**src/rtl/conv_input_loader.sv**
```systemverilog
// Input loader for a conv CIM layer: streams activations into the vertical tiles' input registers,
// then starts the array. Optional macro CONV_INPUT_LOADER_ZERO_PAD_EN zero-fills the last tile.
module conv_input_loader #(
    parameter int unsigned input_size    = 201,
    parameter int unsigned xbar_size     = 256,
    parameter int unsigned datatype_size = 8,
    parameter int unsigned v_cim_tiles   = (input_size + xbar_size - 1) / xbar_size
) (
    input  logic                         clk,
    input  logic                         rst,
    input  logic                         i_start,
    output logic                         o_busy,
    input  logic                         i_valid,
    input  logic [datatype_size-1:0]     i_data,
    output logic                         o_ready,
    input  logic                         i_cim_busy,
    output logic [v_cim_tiles-1:0]       o_cim_we,
    output logic [$clog2(xbar_size)-1:0] o_cim_addr,
    output logic [datatype_size-1:0]     o_cim_data,
    output logic                         o_cim_start
);

    localparam int unsigned AddrW = $clog2(xbar_size);
    localparam int unsigned TileW = $clog2(v_cim_tiles) + 1;
    localparam int unsigned CntW  = $clog2(input_size) + 1;

    typedef enum logic [2:0] {
        StIdle,
        StWait,
        StLoad,
`ifdef CONV_INPUT_LOADER_ZERO_PAD_EN
        StPad,
`endif
        StStart
    } state_e;

    state_e             state_q, state_d;
    logic [CntW-1:0]    input_count_q, input_count_d;
    logic [AddrW-1:0]   cim_addr_q, cim_addr_d;
    logic [TileW-1:0]   tile_count_q, tile_count_d;
    logic               last_row;
    logic               wr_en;

    assign last_row = (cim_addr_q == AddrW'(xbar_size - 1));

    always_ff @(posedge clk) begin
        if (rst) begin
            state_q       <= StIdle;
            input_count_q <= '0;
            cim_addr_q    <= '0;
            tile_count_q  <= '0;
        end else begin
            state_q       <= state_d;
            input_count_q <= input_count_d;
            cim_addr_q    <= cim_addr_d;
            tile_count_q  <= tile_count_d;
        end
    end

    always_comb begin
        state_d       = state_q;
        input_count_d = input_count_q;
        cim_addr_d    = cim_addr_q;
        tile_count_d  = tile_count_q;
        o_busy        = 1'b0;
        o_ready       = 1'b0;
        o_cim_start   = 1'b0;
        o_cim_data    = '0;
        wr_en         = 1'b0;

        unique case (state_q)
            StIdle: begin
                if (i_start) begin
                    state_d = i_cim_busy ? StWait : StLoad;
                end
            end
            StWait: begin
                o_busy = 1'b1;
                if (!i_cim_busy) begin
                    state_d = StLoad;
                end
            end
            StLoad: begin
                o_busy  = 1'b1;
                o_ready = 1'b1;
                if (i_valid) begin
                    wr_en         = 1'b1;
                    o_cim_data    = i_data;
                    input_count_d = input_count_q + CntW'(1);
                    if (last_row) begin
                        cim_addr_d   = '0;
                        tile_count_d = tile_count_q + TileW'(1);
                    end else begin
                        cim_addr_d = cim_addr_q + AddrW'(1);
                    end
                    if (input_count_q == CntW'(input_size - 1)) begin
`ifdef CONV_INPUT_LOADER_ZERO_PAD_EN
                        state_d = last_row ? StStart : StPad;
`else
                        state_d = StStart;
`endif
                    end
                end
            end
`ifdef CONV_INPUT_LOADER_ZERO_PAD_EN
            StPad: begin
                o_busy = 1'b1;
                wr_en  = 1'b1;
                // tile_count stays on the last tile so it never points past the array
                if (last_row) begin
                    cim_addr_d = '0;
                    state_d    = StStart;
                end else begin
                    cim_addr_d = cim_addr_q + AddrW'(1);
                end
            end
`endif
            StStart: begin
                o_busy      = 1'b1;
                o_cim_start = 1'b1;
                if (i_cim_busy) begin
                    state_d       = StIdle;
                    input_count_d = '0;
                    cim_addr_d    = '0;
                    tile_count_d  = '0;
                end
            end
            default: state_d = StIdle;
        endcase
    end

    always_comb begin
        o_cim_we   = '0;
        o_cim_addr = '0;
        if (wr_en) begin
            o_cim_addr = cim_addr_q;
            for (int t = 0; t < v_cim_tiles; t++) begin
                o_cim_we[t] = (tile_count_q == TileW'(t));
            end
        end
    end

endmodule

```
**config.mk**
```make
export PLATFORM = sky130hd
export DESIGN_NAME = conv_input_loader
export DESIGN_NICKNAME = d
export VERILOG_FILES = /design/src/rtl/conv_input_loader.sv
export SDC_FILE = /design/constraint.sdc
export NUM_CORES = 1
export LEC_CHECK = 0
export ABC_AREA = 0
export CAP_MARGIN = 40
export CORE_ASPECT_RATIO = 0.7
export CORE_UTILIZATION = 35
export DETAILED_ROUTE_END_ITERATION = 8
export PLACE_DENSITY = 0.69
export SLEW_MARGIN = 25
export SYNTH_ARGS = -nofsm -noshare
export SYNTH_HDL_FRONTEND = slang
export SYNTH_SLANG_ARGS = --single-unit
```
**constraint.sdc**
```tcl
create_clock -name clk -period 3.7 [get_ports clk]
set_clock_uncertainty 0.1 [all_clocks]
set_input_delay 1.11 -clock clk [delete_from_list [all_inputs] [get_ports clk]]
set_output_delay 1.11 -clock clk [all_outputs]
set_load 0.1 [all_outputs]
```
## Word level (Yosys, flattened, before mapping)

Cells that the tools add are included.

- Memory bits (read-only): 0
- Memories: 0
- Register bits after elaboration: 21
- Latch bits: 0
- Input port bits: 13
- RAM bits: 0

- Equal/unequal tests: 11
- $add $sub $neg: 3
- Bitwise gates (word level): 1
- Shifts and indexed selects: 0
- Order comparisons: 0
- Multipliers: 0
- Reductions and logical operators: 6
- Div/mod/pow operators: 0
- Mux-type cells: 27

Operators by type and width:

| operator | number |
|---|---|
| 8-bit 2-to-1 mux | 6 |
| 9-bit 2-to-1 mux | 2 |
| 9-bit one-hot mux with 2 select lines | 1 |
| 8-bit one-hot mux with 2 select lines | 1 |
| 3-bit 2-to-1 mux | 5 |
| 2-bit inequality test, second input constant | 6 |
| 3-bit one-hot mux with 4 select lines | 1 |
| 9-bit by 1-bit adder with 9-bit output, second input constant | 1 |
| 9-bit by 8-bit equality test with 1-bit output, second input constant | 1 |
| 1-bit 2-to-1 mux | 9 |
| 8-bit by 1-bit adder with 8-bit output, second input constant | 1 |
| 8-bit equality test, second input constant | 1 |
| 3-bit by 2-bit equality test with 1-bit output, second input constant | 2 |
| 5-bit AND reduction | 1 |
| 4-bit AND reduction | 1 |
| 3-bit by 1-bit equality test with 1-bit output, second input constant | 1 |
| 3-bit zero test | 1 |
| 3-bit AND reduction | 1 |
| 3-bit OR reduction | 1 |
| 2-bit 2-to-1 mux | 1 |
| 1-bit one-hot mux with 2 select lines | 1 |
| 2-bit nonzero test | 1 |
| 1-bit adder, second input constant | 1 |
| 1-bit NOT | 1 |

## Depth between registers and ports, before layout

- Depth in word-level cells: 4
- Depth in mapped cells: 7
- Depth with buffers taken out: 6

## Least setup slack after synthesis

No wires, ideal clock.

- Path kind: reg2out
- From: register state_q[0]
- To: output port o_cim_we
- Required time: 2.490 ns
- Path buffers: 1
- Slack: -0.501 ns
- Stages on the path, launching flop included: 6
- Arrival: 2.991 ns
- Cell sequence: dfxtp_1 inv_1 ha_1 buf_2 nand2_1 nor2_1

- Cells in the longest elaborated chain, start to end: 3

RTL lines:

| element | RTL line | text |
|---|---|---|
| start: declaration | 37 | `state_e state_q, state_d;` |
| start signal: assignment | 48 | `state_q <= StIdle;` |
| start signal: assignment | 53 | `state_q <= state_d;` |
| 3-bit by 2-bit equality test with 1-bit output | 71 | `unique case (state_q)` |
| 1-bit 2-to-1 mux | 71 |  |
| 1-bit 2-to-1 mux | 135 | `if (wr_en) begin` |
| end: declaration | 17 | `output logic [v_cim_tiles-1:0] o_cim_we,` |

No other way between the ends.

## Worst setup path in the final report

- From: input port i_valid
- To: output port o_cim_we

- Cells in the longest elaborated chain, start to end: 3

RTL lines:

| element | RTL line | text |
|---|---|---|
| start: declaration | 13 | `input logic i_valid,` |
| 1-bit 2-to-1 mux | 86 | `if (i_valid) begin` |
| 1-bit 2-to-1 mux | 71 |  |
| 1-bit 2-to-1 mux | 135 |  |

No other way between the ends.

==> impl_metrics.ini <==
[cts]
cts_tree = done
clk_latency_ps = 260
post_cts_buffers = 0
clk_pin_slew_ps = 70
htree_levels = 1
cts.sinks = 20
holdBufCountCts = 0
cts_resized = 0
clockBufferDepth = 2
clockRootBuffer = clkbuf_8
numCtsBuffers = 3

[global_routing]
grt_pass1_vias = 1205
gr-total-overflow = 0
grt_pass1_wl_um = 5580
grt_usage = 0.187
grt_max_degree = 23
antenna_found_initial = 0

[synthesis]
synth_edf_count = 0
synth_fp_nets = 175
synth-seq-cells = 20
ys_types = 45
synthCells = 154
syn_area_per_cell_sq_um = 8.25
seq_area_frac_synth = 0.315
yosys.area.top_type = dfxtp_1
synthesis.area_sq_mm = 0.00127
synthMostInstantiatedCell = dfxtp_1
async_flop_share = 0
synthFlopType = dfxtp_1
yosys-top-cells-count = 20 x dfxtp_1, 17 x and3_1, 14 x nor2_1
yosysWarnings = 0
synthDominantCellAreaShare = 0.315
synth.top_cells.by_area = dfxtp_1 32%, and3_1 8.4%, ha_1 7.9%, xnor2_1 4.8%, nor2_1 4.1%

[worst_setup_path]
crit_arrival_ps = 2310
crit_type = in -> out
cp-end-kind = primary output
worstSetupStartpointType = primary input
path_max_fanout = 20
worst-endpoint-required_ps = 2490

[cells_and_area]
syn_to_final_growth_pct = 46.3
diodes = 0
drive_gt1_frac = 0.191
stdcell_count = 230
fin_nets = 205

[routing]
wl_um = 3380
viasPerCell = 5.58
wl_met2_um = 1650
route.detailed.drc = 0
maxUsedRoutingLayer = met4
first_iter_violations = 107
wl_per_cell_um = 14.7
met3_length_um = 206
ant_nets = 0
drt_pass1_iterations = 4
vias = 1283
wl_met1_um = 1510

[place]
port_buffers = 32
dp_hpwl_um = 2530
gp_congestion = 0.807
dp.cells = 226

[pwr]
cellLeakagePower_nw = 0.735
peakVddDrop_mv = 0.556
powerDensity_mw_per_mm2 = 539

[run]
drv_cap = 0

[floorplanning]
die_area_sq_mm = 0.00388
num_rows = 17
core_area_sq_mm = 0.00330
die-width_um = 74.0
dieHeight_um = 52.4
initial_core_util = 0.385
io-pin-count = 33

[timing]
tns_ps = 0
fmax_mhz = 284
rsz0062_at_grt = no
min_period_ps = 3520
drv_slew = 0
hold_viol_final = 0
fin_crit_sh = 0.952
setup_viol = 0
worstMarginPinSlew_ps = 655
max_slew_margin = 0.562
holdWs_ps = 405

[min_path]
min_path_type = reg -> reg

[run_status]
status = finished, final reports clean
layout by cell type (no fill, tap or decap), drive strengths merged, types with 2 or more instances in the layout:
cell type and instances:
buf 22, dfxtp 20, and3 17, nor2 14, clkdlybuf4s50 12, a21oi 10, nand2 9, inv 8
ha 8, xnor2 7, nand3 6, nor3 4, o21ai 4, nand4 3, nor4 3, clkbuf 3
or4 3, o41ai 2, a31oi 2, a2111oi 2, or2 2
power breakdown:
| part | switching [mW] | total, mW | internal [mW] |
|---|---|---|---|
| Combinational | 0.356 | 0.516 | 0.160 |
| Sequential | 0.0252 | 0.264 | 0.239 |
| Clock | 0.0774 | 0.222 | 0.144 |
worst max-delay path, stage by stage:
cell and delay (ps):
clkdlybuf4s50_1 450, buf_4 210, nand2_1 170, nor2_2 180, buf_12 190
layout make-up:
type,count,area [sq um]
Multi-Input combinational cell,117,800
Sequential cell,20,400
Inverter,8,30.0
Tap cell,47,58.8
Clock buffer,3,41.3
Fill cell,299,1440
Timing Repair Buffer,34,498
Clock inverter,1,30.0
metrics by stage:
stage / utilization / worst slack (ps) / power [mW] / instance area [sq um]
2_1_floorplan: - / 155 / 0.648 / 1270
3_3_place_gp: 0.542 / 200 / 0.768 / 1790
3_5_place_dp: 0.542 / 181 / 0.782 / 1790
4_1_cts: 0.564 / 179 / 1.00 / 1860
5_1_grt: 0.564 / 81.5 / 1.05 / 1860
6_report: 0.564 / 177 / 1.00 / 1860
logic make-up after synthesis:
family / after synthesis / share of synthesized area
AO/OA/AOI/OAI: 32 / 0.187
XOR/XNOR: 8 / 0.0552
adder cells (fa/ha/maj): 8 / 0.0788
buffers and inverters: 17 / 0.0591
flip-flops: 20 / 0.315
multiplexers: 1 / 0.0108
AND/OR/NAND/NOR: 68 / 0.294
layer usage:
layer,vias up,track usage
met5,-,0
met4,0,0.0353
met3,2,0.0308
met2,60,0.298
met1,599,0.264
li1,622,-
final timing paths:
check	end	slack, ps	cells after the start	from
worst max-delay path	o_cim_we	180	5	i_valid
worst min register to register	input_count_q[1]	410	2	input_count_q[1]
worst min-delay path	input_count_q[1]	410	2	input_count_q[1]
worst max register to register	tile_count_q	1350	6	state_q[0]
state kept, by name, indices dropped and copies added, names as in the netlist:
signal,flops
cim_addr_q,8
state_q,2
tile_count_q,1
input_count_q,9
No activity file was read; power rests on OpenSTA's default activity.
